==> src/rtl/systolic_feeder.sv <==
// Skewed row/column feeder for an NxN systolic MAC array, with local A/B matrix stores.
// Optional one-cycle accumulator clear phase before streaming: define FEEDER_CLEAR_EN.
module systolic_feeder #(
    parameter int N = 3,
    parameter int W = 8
) (
    input  logic           clk,
    input  logic           reset,
    input  logic           wr_en,
    input  logic           wr_sel,
    input  logic [3:0]     wr_addr,
    input  logic [W-1:0]   wr_data,
    input  logic           start,
    output logic           busy,
    output logic           done,
    output logic [N*W-1:0] a_out,
    output logic [N*W-1:0] b_out,
    output logic           mac_en,
    output logic           mac_clr
);

    localparam int NN    = N * N;
    localparam int AW    = $clog2(NN);
    localparam int TW    = $clog2(3 * N - 1);
    localparam int TLAST = 3 * N - 3;
    localparam logic [4:0] NN5 = 5'(NN);

    typedef enum logic [1:0] {IDLE, CLEAR, STREAM, DONE} state_t;

    state_t        state, state_nxt;
    logic [TW-1:0] t, t_nxt;
    logic [W-1:0]  a_mem [NN];
    logic [W-1:0]  b_mem [NN];
    logic [W-1:0]  a_nxt [NN];
    logic [W-1:0]  b_nxt [NN];
    logic          wr_ok;

    logic           busy_d, done_d, mac_en_d, mac_clr_d;
    logic [N*W-1:0] a_d, b_d;

    assign wr_ok = wr_en && !busy && ({1'b0, wr_addr} < NN5);

    // Feeds are computed from the post-write store so a write coinciding with start is used.
    always_comb begin
        a_nxt = a_mem;
        b_nxt = b_mem;
        if (wr_ok) begin
            if (wr_sel) b_nxt[wr_addr[AW-1:0]] = wr_data;
            else        a_nxt[wr_addr[AW-1:0]] = wr_data;
        end
    end

    always_ff @(posedge clk or negedge reset) begin
        if (!reset) begin
            state   <= IDLE;
            t       <= '0;
            a_mem   <= '{default: '0};
            b_mem   <= '{default: '0};
            busy    <= 1'b0;
            done    <= 1'b0;
            mac_en  <= 1'b0;
            mac_clr <= 1'b0;
            a_out   <= '0;
            b_out   <= '0;
        end else begin
            state   <= state_nxt;
            t       <= t_nxt;
            a_mem   <= a_nxt;
            b_mem   <= b_nxt;
            busy    <= busy_d;
            done    <= done_d;
            mac_en  <= mac_en_d;
            mac_clr <= mac_clr_d;
            a_out   <= a_d;
            b_out   <= b_d;
        end
    end

    always_comb begin
        state_nxt = state;
        t_nxt     = t;
        case (state)
            IDLE: begin
                if (start) begin
`ifdef FEEDER_CLEAR_EN
                    state_nxt = CLEAR;
`else
                    state_nxt = STREAM;
`endif
                    t_nxt = '0;
                end
            end
            CLEAR: begin
                state_nxt = STREAM;
                t_nxt     = '0;
            end
            STREAM: begin
                if (t == TW'(TLAST)) begin
                    state_nxt = DONE;
                    t_nxt     = '0;
                end else begin
                    t_nxt = t + 1'b1;
                end
            end
            DONE:    state_nxt = IDLE;
            default: state_nxt = IDLE;
        endcase
    end

    // Outputs are decoded from the next state so that they can be registered without lag.
    always_comb begin
        int unsigned tn;
        int unsigned k;
        busy_d   = (state_nxt != IDLE);
        done_d   = (state_nxt == DONE);
        mac_en_d = (state_nxt == STREAM);
`ifdef FEEDER_CLEAR_EN
        mac_clr_d = (state_nxt == CLEAR);
`else
        mac_clr_d = 1'b0;
`endif
        a_d = '0;
        b_d = '0;
        tn  = 32'(t_nxt);
        k   = 0;
        if (state_nxt == STREAM) begin
            for (int unsigned i = 0; i < N; i++) begin
                if (tn >= i && tn < i + N) begin
                    k = tn - i;
                    a_d[i*W +: W] = a_nxt[AW'(i * N + k)];
                    b_d[i*W +: W] = b_nxt[AW'(k * N + i)];
                end
            end
        end
    end

endmodule

==> config.mk <==
export PLATFORM = sky130hd
export DESIGN_NAME = systolic_feeder
export DESIGN_NICKNAME = d
export VERILOG_FILES = /design/src/rtl/systolic_feeder.sv
export SDC_FILE = /design/constraint.sdc
export NUM_CORES = 1
export LEC_CHECK = 0
export CORE_UTILIZATION = 45
export CTS_CLUSTER_DIAMETER = 80
export CTS_CLUSTER_SIZE = 14
export DETAILED_ROUTE_END_ITERATION = 6
export GPL_TIMING_DRIVEN = 0
export PLACE_DENSITY = 0.72
export SLEW_MARGIN = 20
export SYNTH_ARGS = -nofsm -noshare
export SYNTH_HDL_FRONTEND = slang
export SYNTH_SLANG_ARGS = --single-unit
==> constraint.sdc <==
create_clock -name clk -period 12 [get_ports clk]
set_input_delay 2.4 -clock clk [delete_from_list [all_inputs] [get_ports clk]]
set_output_delay 2.4 -clock clk [all_outputs]
set_load 0.01 [all_outputs]
## After elaboration in Yosys (flattened, before gate mapping)

Index checks and enable logic that the tools add are counted.

- Bits in registers: 200
- Output and inout port bits: 52

- Add/subtract/negate cells: 7
- $mul: 3
- Order comparisons: 14
- Eq/ne operators: 6
- Muxes and demuxes: 40
- Bitwise gates (word level): 7
- Reductions and logical operators: 8

Operators by type and width:

| operator | number |
|---|---|
| 72-bit 2-to-1 mux | 4 |
| 8-bit binary-select mux with 4-bit select | 6 |
| 8-bit 2-to-1 mux | 19 |
| 72-bit bitwise mux | 2 |
| 24-bit 2-to-1 mux | 2 |
| 5-bit >= comparator, second input constant | 7 |
| 8-bit demux with 4-bit select | 1 |
| 4-bit inverter with 5-bit output | 6 |
| 3-bit one-hot mux with 3 select lines | 1 |
| 2-bit == test, second input constant | 4 |
| 4-bit by 3-bit multiplier with 4-bit output, second input constant | 2 |
| 2-bit one-hot mux with 4 select lines | 1 |
| 3-bit < comparator, second input constant | 2 |
| 3-bit 2-to-1 mux | 2 |
| 1-bit logical AND | 5 |
| 5-bit by 1-bit < comparator with 1-bit output, second input constant | 1 |
| 3-bit inverter with 5-bit output | 1 |
| 3-bit by 4-bit adder with 4-bit output, first input constant | 1 |
| 4-bit by 2-bit adder with 4-bit output, second input constant | 1 |
| 4-bit by 3-bit adder with 4-bit output, second input constant | 1 |
| 4-bit adder, first input constant | 1 |
| 4-bit < comparator, second input constant | 1 |
| 3-bit by 2-bit multiplier with 4-bit output, second input constant | 1 |
| 2-bit 2-to-1 mux | 2 |
| other kinds (11) | 11 |

## Depth between registers and ports, before layout

Gate-level depths: netlist (run 1).

- Depth after elaboration: 13
- Gate-level depth with buffers: 21
- Mapped depth without buffers: 17

## Least setup slack after synthesis (run 1)

OpenSTA, ideal clock, no wires.

- Path kind: input to register
- Start: input start
- End: register b_out[14]
- Arrival: 6524 ps
- Path slack: 5385 ps
- Stages on the path: 18
- Cell sequence: nor2b_1 -> o21ai_1 -> nand2_1 -> inv_1 -> clkbuf_1 -> clkbuf_1 -> ha_1 -> ha_1 -> inv_1 -> ha_1 -> fa_1 -> xnor2_1 -> xnor2_1 -> and3_1 -> or2_2 -> or3_1 -> clkbuf_1 -> o221ai_1

- Word-level cells in the longest chain between the ends: 11

RTL lines:

| what | RTL line | text |
|---|---|---|
| start: declaration | 13 | `input logic start,` |
| 3-bit 2-to-1 mux | 84 | `if (start) begin` |
| 3-bit one-hot mux with 3 select lines | 82 | `case (state)` |
| 3-bit by 1-bit subtractor with 4-bit output | 129 | `k = tn - i;` |
| 4-bit by 3-bit multiplier with 4-bit output | 131 | `b_d[i*W +: W] = b_nxt[AW'(k * N + i)];` |
| 4-bit by 2-bit adder with 4-bit output | 131 |  |
| 4-bit inverter with 5-bit output (implied by the code) | 131 |  |
| 8-bit binary-select mux with 4-bit select | 131 |  |
| 8-bit 2-to-1 mux (implied by the code) (2 in a row) | 131 |  |
| 8-bit 2-to-1 mux | 128 | `if (tn >= i && tn < i + N) begin` |
| 24-bit 2-to-1 mux (*) | 126 | `if (state_nxt == STREAM) begin` |
| via b_d[14] | 39 | `logic [N*W-1:0] a_d, b_d;` |
| end signal: assignment | 64 | `b_out <= '0;` |
| end signal: assignment | 75 | `b_out <= b_d;` |
| end: declaration | 17 | `output logic [N*W-1:0] b_out,` |

The timed path passes the listed nets; every way through them passes the cells marked *. The select of a mux whose other input is x is not followed.

## Final worst setup path (run 1)

- Start: input start
- End: register b_out[9]

- Word-level cells in the longest chain between the ends: 11

RTL lines:

| what | RTL line | text |
|---|---|---|
| 3-bit 2-to-1 mux (*) | 84 |  |
| 3-bit one-hot mux with 3 select lines (*) | 82 |  |
| via t_nxt[0] | 31 | `logic [TW-1:0] t, t_nxt;` |
| 3-bit by 1-bit subtractor with 4-bit output | 129 |  |
| 4-bit by 3-bit multiplier with 4-bit output | 131 |  |
| 4-bit by 2-bit adder with 4-bit output | 131 |  |
| 4-bit inverter with 5-bit output (implied by the code) | 131 |  |
| 8-bit binary-select mux with 4-bit select | 131 |  |
| 8-bit 2-to-1 mux (implied by the code) (2 in a row) | 131 |  |
| 8-bit 2-to-1 mux (*) | 128 |  |
| 24-bit 2-to-1 mux (*) | 126 |  |
| via b_d[9] | 39 |  |

Marks and branches as above.

==> impl_metrics.tcl, run 1 <==
set metrics [dict create \
    cts_resized 0 \
    reg2reg_from "state[1]$_DFF_PN0_" \
    synthArstFlopShare 1.00 \
    routed_via_density 6.04 \
    wl_per_cell_um 22.4 \
    post-cts-setup-buffers 0 \
    worstMarginPinSlew_ns 1.19 \
    maxCapViolations 0 \
    port_buffers 65 \
    required_ns 12.32 \
    finalCritPeriodShare 0.722 \
    syn_avg_cell_area_sq_um 10.5 \
    fp.dieH_um 156 \
    finalHoldViolations 0 \
    reg2reg_depth 19 \
    cts_buffers 17 \
    crit_buf_inv 7 \
    cp_slowest_cell "nor3_1" \
    row_count 55 \
    period_needed_ns 8.66 \
    grt_antenna_before_repair 0 \
    setup_tns_ns 0 \
    gr-total-overflow 0 \
    syn_nets 1049 \
    drt-total-wl_um 31800 \
    drtIter0Drc 1092 \
    cp-end-kind "flop" \
    yosysTopAreaCell "dfrtp_1" \
    synth_edf_count 0 \
    grt_max_degree 83 \
    skew_ns 0.0122 \
    htree_levels 4 \
    die_x_um 156 \
    crit_arrival_ns 8.98 \
    firstDrtPassIters 7 \
    cp.depth 18 \
    cts_tree "yes" \
    critPathKind "input port to flop" \
    clk_path_buf_depth 2 \
    nNetsFinal 1135 \
    synth_area_leaders "dfrtp_1, mux2_2, mux2i_1" \
    netlist_area_sq_um 10700 \
    grt_use_total 0.274 \
    core_area_sq_um 22900 \
    ys.flop_type "dfrtp_1" \
    relSlewSlack 0.199 \
    postRouteAntennaNets 0 \
    critPathTopFamily "buffers and inverters" \
    failed_checks "DRC" \
    dieArea_sq_um 24300 \
    insertion_delay_ns 0.45 \
    worstPathMaxFanout 13 \
    synth_cell_type_count 63 \
    rsz0062_at_grt "no" \
    drive_gt1_frac 0.148 \
    netlist_instances 1010 \
    holdCritPathClass "flop to flop" \
    ys_ff_latch 200 \
    ys_seq_area_frac 0.470 \
    drv_slew 0 \
    vias 8581 \
    yosysWarnings 0 \
    status "finished with violations" \
    clkTransAtPathRegs_ns 0.07 \
    yosysTopAreaCellShare 0.470 \
    start_kind "input port" \
    diodes 0 \
    grt_pass1_wl_um 49300 \
    dp_hpwl_um 22300 \
    cts_hold_buf 0 \
    grt_pass1_vias 8561 \
    cp_cell_sequence "clkdlybuf4s50_1 -> nor2b_1 -> o21ai_1 -> nand2_1 -> buf_2 -> buf_2 -> buf_2 -> ha_1 -> clkinv_1 -> clkbuf_1 -> clkbuf_1 -> ha_1 -> xnor2_1 -> xnor2_1 -> a21oi_1 -> nor3_1 -> o21ai_0 -> o221ai_1" \
    cpPeakStageDelay_ns 0.97 \
    cts_sinks 200 \
    endpoint "b_out[9]$_DFF_PN0_" \
    ff2ff_setup_slack_ns 4.94 \
    ios 69 \
    cp_common_cell "buf_2" \
    crit_start "start" \
    r2r_end "b_out[9]$_DFF_PN0_" \
    start_util 0.465 \
    syn2layout_area_growth_pct 15.4 \
    cts_root_buffer "clkbuf_16" \
    drc 1 \
    max_freq_ghz 0.115 \
    setup_violations 0 \
    gp_congestion 0.996 \
]
-- cell usage after synthesis (24+ instances only) --
| library cell | n |
|---|---|
| inv_1 | 83 |
| mux2_2 | 95 |
| o21ai_0 | 36 |
| a21oi_1 | 45 |
| mux2i_1 | 67 |
| o22ai_1 | 24 |
| nor3_1 | 32 |
| clkbuf_1 | 44 |
| a211oi_1 | 33 |
| nor2_1 | 39 |
| nand2_1 | 77 |
| dfrtp_1 | 200 |
-- final cells by class --
| type | count | area [sq um] |
|---|---|---|
| Tap cell | 313 | 392 |
| Buffer | 55 | 220 |
| Sequential cell | 200 | 5000 |
| Clock buffer | 23 | 478 |
| Fill cell | 1957 | 10600 |
| Multi-Input combinational cell | 669 | 5100 |
| Clock inverter | 8 | 65.1 |
| Timing Repair Buffer | 67 | 711 |
| Inverter | 86 | 323 |
-- flip-flops by register name (all words and copies together), names as in the netlist --
signal,count
a_mem,72
state,2
done,1
t,3
mac_en,1
a_out,24
busy,1
b_mem,72
b_out,24
-- metrics by stage --
step	instances	hold WS, ns	utilization	setup WS, ns	instance area [sq um]
after floorplan	1010	0.447	-	5.39	10700
after global placement	1388	0.464	0.510	0.454	11700
after detailed placement	1390	0.469	0.513	3.17	11800
after CTS	1421	0.487	0.537	3.62	12300
after global routing	1421	0.506	0.537	2.98	12300
final	1421	0.487	0.537	3.34	12300
-- cell usage in the layout (no fill, tap or decap), drive strengths merged, types with 7 or more instances in the layout --
master / Yosys / layout
nor2: 42 / 42
nor4: 15 / 15
mux4: 13 / 13
buf: 11 / 14
nand3: 14 / 14
clkbuf: 44 / 67
o221ai: 19 / 19
clkinv: 3 / 8
nor3: 35 / 35
nand2: 77 / 77
inv: 83 / 85
o22ai: 25 / 25
mux2: 95 / 95
mux2i: 67 / 67
and3: 7 / 7
a211oi: 36 / 36
clkdlybuf4s50: 0 / 64
or4: 8 / 8
o21ai: 40 / 40
and2: 21 / 21
xnor2: 7 / 7
dfrtp: 200 / 200
a21oi: 45 / 45
ha: 19 / 19
-- worst min path at each step --
stage	start	to	slack, ns	depth (start not counted)
finish	a_mem[22]$_DFF_PN0_	a_mem[22]$_DFF_PN0_	0.49	2
detailed placement	a_mem[27]$_DFF_PN0_	a_mem[27]$_DFF_PN0_	0.47	2
CTS	a_mem[27]$_DFF_PN0_	a_mem[27]$_DFF_PN0_	0.49	2
floorplan	a_mem[19]$_DFF_PN0_	a_mem[19]$_DFF_PN0_	0.45	2
global route	b_mem[69]$_DFF_PN0_	b_mem[69]$_DFF_PN0_	0.51	1
global placement	a_mem[27]$_DFF_PN0_	a_mem[27]$_DFF_PN0_	0.46	2
-- metal layers --
metal | share of wire | track usage | vias to the layer above
met5 | 0 | 0.0145 | -
met1 | 0.43 | 0.378 | 4181
met2 | 0.43 | 0.398 | 513
li1 | - | - | 3793
met4 | 0.034 | 0.124 | 0
met3 | 0.11 | 0.0764 | 94
-- tightest hold or removal path, stage by stage (launching register included) --
cell,delay [ns]
dfrtp_1,0.32
mux2i_1,0.08
inv_1,0.06
-- logic make-up (layout without fill, tap and decap cells) --
group / Yosys count / in the layout / share of synthesized area
xor gates and xnor gates: 10 / 10 / 0.00822
muxes: 175 / 175 / 0.191
buffers and inverters: 141 / 239 / 0.0510
DFF: 200 / 200 / 0.470
and+or+nand+nor: 258 / 258 / 0.125
AOI/OAI and AO/OA: 203 / 203 / 0.127
adders and majority gates: 22 / 22 / 0.0280
other: 1 / 1 / 0.000352
Power of run 1 is not shown: default switching activity piles up to over one toggle a cycle in this logic, so the estimate is an artifact.
==> run 2, diff against run 1 <==
--- a/config.mk
+++ b/config.mk
@@ -10,7 +10,7 @@
 export CTS_CLUSTER_SIZE = 14
 export DETAILED_ROUTE_END_ITERATION = 6
 export GPL_TIMING_DRIVEN = 0
-export PLACE_DENSITY = 0.72
+export PLACE_DENSITY = 0.75
 export SLEW_MARGIN = 20
 export SYNTH_ARGS = -nofsm -noshare
 export SYNTH_HDL_FRONTEND = slang
==> constraint.sdc (replaced) <==
create_clock -name clk -period 7.2 [get_ports clk]
set_input_delay 1.44 -clock clk [delete_from_list [all_inputs] [get_ports clk]]
set_output_delay 1.44 -clock clk [all_outputs]
set_load 0.01 [all_outputs]
==> run 2 against run 1 <==
Compared with the run above:
- the run now ends clean
- hold slack worse by 0.0021 ns
- routed wire length fell by 0.16%
- setup slack got worse by 3.3 ns
- critical path depth is 2 lower
- sequential share of layout area is 0.15 points lower
- final cell count barely moved
- sequential cell count stayed put
- clock skew is 0.0053 ns higher
- register-to-register slack got worse by 4.3 ns
- design area up 0.38%
- non-clock buffer count decreased by 2
- first-iteration DRC count is 22% lower
- critical path type unchanged
- largest cell class unchanged
==> impl_metrics.tcl, run 2 (synthesized netlist as in run 1, its figures left out) <==
set metrics [dict create \
    cp_slowest_cell "clkbuf_1" \
    wl_per_cell_um 22.4 \
    ff2ff_setup_slack_ns 0.65 \
    row_count 55 \
    cpPeakStageDelay_ns 0.84 \
    maxCapViolations 0 \
    worstMarginPinSlew_ns 1.31 \
    core_area_sq_um 22900 \
    clk_path_buf_depth 2 \
    cp-end-kind "flop" \
    r2r_end "b_out[21]$_DFF_PN0_" \
    status "complete, no violations" \
    worstPathMaxFanout 16 \
    vias 8561 \
    cp_cell_sequence "clkdlybuf4s50_1 -> nor2b_1 -> o31ai_1 -> o21ai_1 -> clkbuf_1 -> ha_1 -> clkbuf_1 -> clkinv_1 -> nor2_1 -> nor2_1 -> ha_1 -> xor2_1 -> nand2_1 -> or3_1 -> and4_1 -> o21ai_0" \
    cts_tree "yes" \
    skew_ns 0.0175 \
    crit_arrival_ns 7.50 \
    dp_hpwl_um 22200 \
    port_buffers 65 \
    grt_use_total 0.273 \
    start_kind "input port" \
    rsz0062_at_grt "yes" \
    routed_via_density 6.03 \
    required_ns 7.54 \
    syn2layout_area_growth_pct 15.9 \
    hold_ws_ns 0.485 \
    ios 69 \
    grt_max_degree 103 \
    die_x_um 156 \
    dieArea_sq_um 24300 \
    gr-total-overflow 0 \
    gp_congestion 0.949 \
    diodes 0 \
    fp.dieH_um 156 \
    max_freq_ghz 0.140 \
    postRouteAntennaNets 0 \
    drt-total-wl_um 31800 \
    worst_slack_ns 0.0391 \
    holdCritPathClass "flop to flop" \
    finalHoldViolations 0 \
    critPathKind "input port to flop" \
    hold-path-endpoint "a_mem[31]$_DFF_PN0_" \
    cts_root_buffer "clkbuf_16" \
    reg2reg_depth 17 \
    top_regs "a_mem: 72 flops, b_mem: 72 flops" \
    relSlewSlack 0.121 \
    grt_pass1_vias 8504 \
    final_cell_mix "dfrtp_1, mux2_2, inv_1" \
    finalCritPeriodShare 0.995 \
    htree_levels 4 \
    grt_antenna_before_repair 0 \
    cts_buffers 17 \
    hold_start "a_mem[31]$_DFF_PN0_" \
    post-cts-setup-buffers 0 \
    insertion_delay_ns 0.46 \
    min_path_cells 2 \
    cts_sinks 200 \
    drtIter0Drc 850 \
    drv_slew 0 \
    nNetsFinal 1133 \
    drc 0 \
    final_core_util 0.539 \
    firstDrtPassIters 5 \
    period_needed_ns 7.16 \
    drive_gt1_frac 0.154 \
    reg2reg_from "state[0]$_DFF_PN0_" \
    fillers 1982 \
    grt_pass1_wl_um 49100 \
    setup_violations 0 \
    place_ws_ns -0.769 \
    start_util 0.465 \
    clkTransAtPathRegs_ns 0.07 \
    final_common_cell "dfrtp_1" \
]
==> run 2: worst max-delay path by stage <==
stage / to / start / cells after the start
final: b_out[21]$_DFF_PN0_ / start / 16
after global routing: b_out[21]$_DFF_PN0_ / start / 16
after CTS: b_out[13]$_DFF_PN0_ / start / 19
after detailed placement: b_out[13]$_DFF_PN0_ / start / 18
after global placement: b_out[0]$_DFF_PN0_ / reset / 1
after floorplan: b_out[14]$_DFF_PN0_ / start / 18
==> run 2: layout make-up <==
type                            count  area [sq um]  share of cell area
Buffer                             54           219              0.0177
Clock buffer                       21           470              0.0381
Clock inverter                     11           139              0.0113
Inverter                           86           323              0.0262
Multi-Input combinational cell    669          5110               0.414
Sequential cell                   200          5000               0.405
Tap cell                          313           392              0.0317
Timing Repair Buffer               66           683              0.0553
==> run 2: critical path: cells and delay by family <==
family          cells  cell delay (ns)
simple gates        6             1.79
xor+xnor            1             0.36
buf+inv             4             2.30
compound gates      3             0.92
fa+ha+maj           2             0.66
==> run 2: layer usage <==
metal,share of wire,vias to the layer above,GRT usage
met5,0,-,0
met4,0.038,0,0.129
met3,0.10,93,0.0728
met2,0.44,487,0.401
met1,0.42,4180,0.374
li1,-,3801,-
==> run 2: through the flow <==
| stage | setup TNS, ns | instance area (sq um) | instances |
|---|---|---|---|
| finish | 0 | 12300 | 1420 |
| global route | -0.0600 | 12300 | 1420 |
| CTS | 0 | 12300 | 1421 |
| detailed placement | -9.74 | 11700 | 1389 |
| global placement | -675.08 | 11700 | 1388 |
| floorplan | 0 | 10700 | 1010 |
==> run 2: repair_timing <==
| item | CTS | global route |
|---|---|---|
| hold endpoints to repair | 0 | 0 |
| setup endpoints to repair | 15 | 16 |
| resized for setup | 2 | 5 |
| hold buffers | 0 | 0 |
Power of run 2 is left out for the same reason.
==> run 3, diff against run 2 <==
--- a/config.mk
+++ b/config.mk
@@ -5,6 +5,7 @@
 export SDC_FILE = /design/constraint.sdc
 export NUM_CORES = 1
 export LEC_CHECK = 0
+export CORE_MARGIN = 2
 export CORE_UTILIZATION = 45
 export CTS_CLUSTER_DIAMETER = 80
 export CTS_CLUSTER_SIZE = 14
==> run 3 against run 2 <==
Compared with the run above:
- setup slack better by 0.12 ns
- sequential share of layout area is 0.090 points lower
- critical path depth stayed put
- routed wire length is 1.5% lower
- via count is 1.5% lower
- first-iteration DRC count is 27% higher
- register-to-register slack better by 0.15 ns
- count of clock-buffer cells in the layout stayed put
- clock skew is 0.0026 ns lower
- global-route usage is 1.2 points lower
- hold slack better by 0.0081 ns
- fmax is 1.8% higher
==> impl_metrics.tcl, run 3 (synthesized netlist as in run 1, its figures left out) <==
set metrics [dict create \
    status "complete, no violations" \
    start_kind "input port" \
    design_area_sq_um 12400 \
    place_ws_ns -0.718 \
    grt_pass1_vias 8255 \
    drv_slew 0 \
    grt_pass1_wl_um 48000 \
    critPathKind "input port to flop" \
    grt_use_total 0.260 \
    r2r_end "b_out[21]$_DFF_PN0_" \
    cts_root_buffer "clkbuf_16" \
    relSlewSlack 0.297 \
    diodes 0 \
    syn2layout_area_growth_pct 16.1 \
    grt_antenna_before_repair 1 \
    htree_levels 4 \
    final_cell_mix "dfrtp_1, mux2_2, inv_1" \
    required_ns 7.53 \
    crit_arrival_ns 7.37 \
    ios 69 \
    grt_max_degree 81 \
    gr-total-overflow 0 \
    wl_per_cell_um 21.9 \
    min_path_cells 2 \
    port_buffers 65 \
    clkTransAtPathRegs_ns 0.07 \
    dieArea_sq_um 24900 \
    final_cells 1427 \
    top_regs "a_mem: 72 flops, b_mem: 72 flops" \
    drc 0 \
    rsz0062_at_grt "no" \
    die_x_um 158 \
    insertion_delay_ns 0.45 \
    gp_congestion 0.961 \
    reg2reg_depth 17 \
    ff2ff_setup_slack_ns 0.80 \
    cts_buffers 17 \
    finalHoldViolations 0 \
    firstDrtPassIters 6 \
    period_needed_ns 7.04 \
    fp.dieH_um 158 \
    drt-total-wl_um 31300 \
    routed_via_density 5.91 \
    ff_latch_area_sq_um 5000 \
    clk_path_buf_depth 2 \
    worstPathMaxFanout 16 \
    row_count 56 \
    hold-path-endpoint "a_mem[23]$_DFF_PN0_" \
    skew_ns 0.0149 \
    worstMarginPinSlew_ns 1.05 \
    drtIter0Drc 1079 \
    start_util 0.457 \
    multi_input_area_sq_um 5120 \
    cts_sinks 200 \
    max_freq_ghz 0.142 \
    drive_gt1_frac 0.155 \
    finalCritPeriodShare 0.977 \
    hold_start "a_mem[23]$_DFF_PN0_" \
    postRouteAntennaNets 0 \
    holdCritPathClass "flop to flop" \
    final_common_cell "dfrtp_1" \
    fillers 2029 \
    place_area_sq_um 11800 \
    cts_tree "yes" \
    maxCapViolations 0 \
    dpl.cell_count 1396 \
    reg2reg_from "state[1]$_DFF_PN0_" \
    dp_hpwl_um 22300 \
    nNetsFinal 1134 \
    vias 8436 \
    setup_violations 0 \
    cp-end-kind "flop" \
    core_area_sq_um 23300 \
    worst_slack_ns 0.163 \
]
## run 3: changes by cell type in the layout (fill, tap and decap cells not counted), sizes merged
cell | previous run | this run
clkinvlp | 4 | 1
clkinv | 4 | 6
buf | 14 | 15
inv | 87 | 88
## run 3: repair_timing
action / in CTS / in global routing
hold endpoints to repair: 0 / 0
hold buffers: 0 / 0
buffers inserted: 0 / 0
resized for setup: 3 / 3
setup endpoints to repair: 8 / 16
## run 3: through the flow
stage | hold WS (ns) | util | TNS (ns)
floorplan | 0.447 | - | 0
global placement | 0.464 | 0.502 | -662.48
detailed placement | 0.474 | 0.504 | -8.22
CTS | 0.492 | 0.530 | 0
global route | 0.504 | 0.530 | 0
finish | 0.493 | 0.530 | 0
## run 3: worst max-delay path, stage by stage
cell	delay, ns
clkdlybuf4s50_1	0.40
nor2b_1	0.45
o31ai_1	0.13
o21ai_1	0.46
clkbuf_1	0.85
ha_1	0.30
clkbuf_1	0.50
clkinv_1	0.53
nor2_1	0.21
nor2_1	0.08
ha_1	0.36
xor2_1	0.40
nand2_1	0.34
or3_1	0.44
and4_1	0.22
o21ai_0	0.25
## run 3: how the worst max path moves through the flow
stage / start / end / slack [ns]
after CTS: start / b_out[13]$_DFF_PN0_ / 0.07
after global routing: start / b_out[13]$_DFF_PN0_ / 0.03
final: start / b_out[21]$_DFF_PN0_ / 0.16
after floorplan: start / b_out[14]$_DFF_PN0_ / 1.55
after detailed placement: start / b_out[13]$_DFF_PN0_ / -0.72
after global placement: reset / b_mem[70]$_DFF_PN0_ / -3.29
## run 3: cell type report
class	instances	area share
Multi-Input combinational cell	669	0.414
Sequential cell	200	0.405
Timing Repair Buffer	67	0.0574
Clock buffer	21	0.0372
Tap cell	319	0.0323
Inverter	86	0.0261
Buffer	54	0.0177
Clock inverter	11	0.0110
## run 3: routing by layer
layer / vias to the layer above / global-route usage / share of wire
met5: - / 0 / 0
met4: 0 / 0.105 / 0.032
met3: 86 / 0.0564 / 0.087
met2: 442 / 0.388 / 0.44
met1: 4113 / 0.370 / 0.44
li1: 3795 / - / -
Power of run 3 is left out for the same reason.
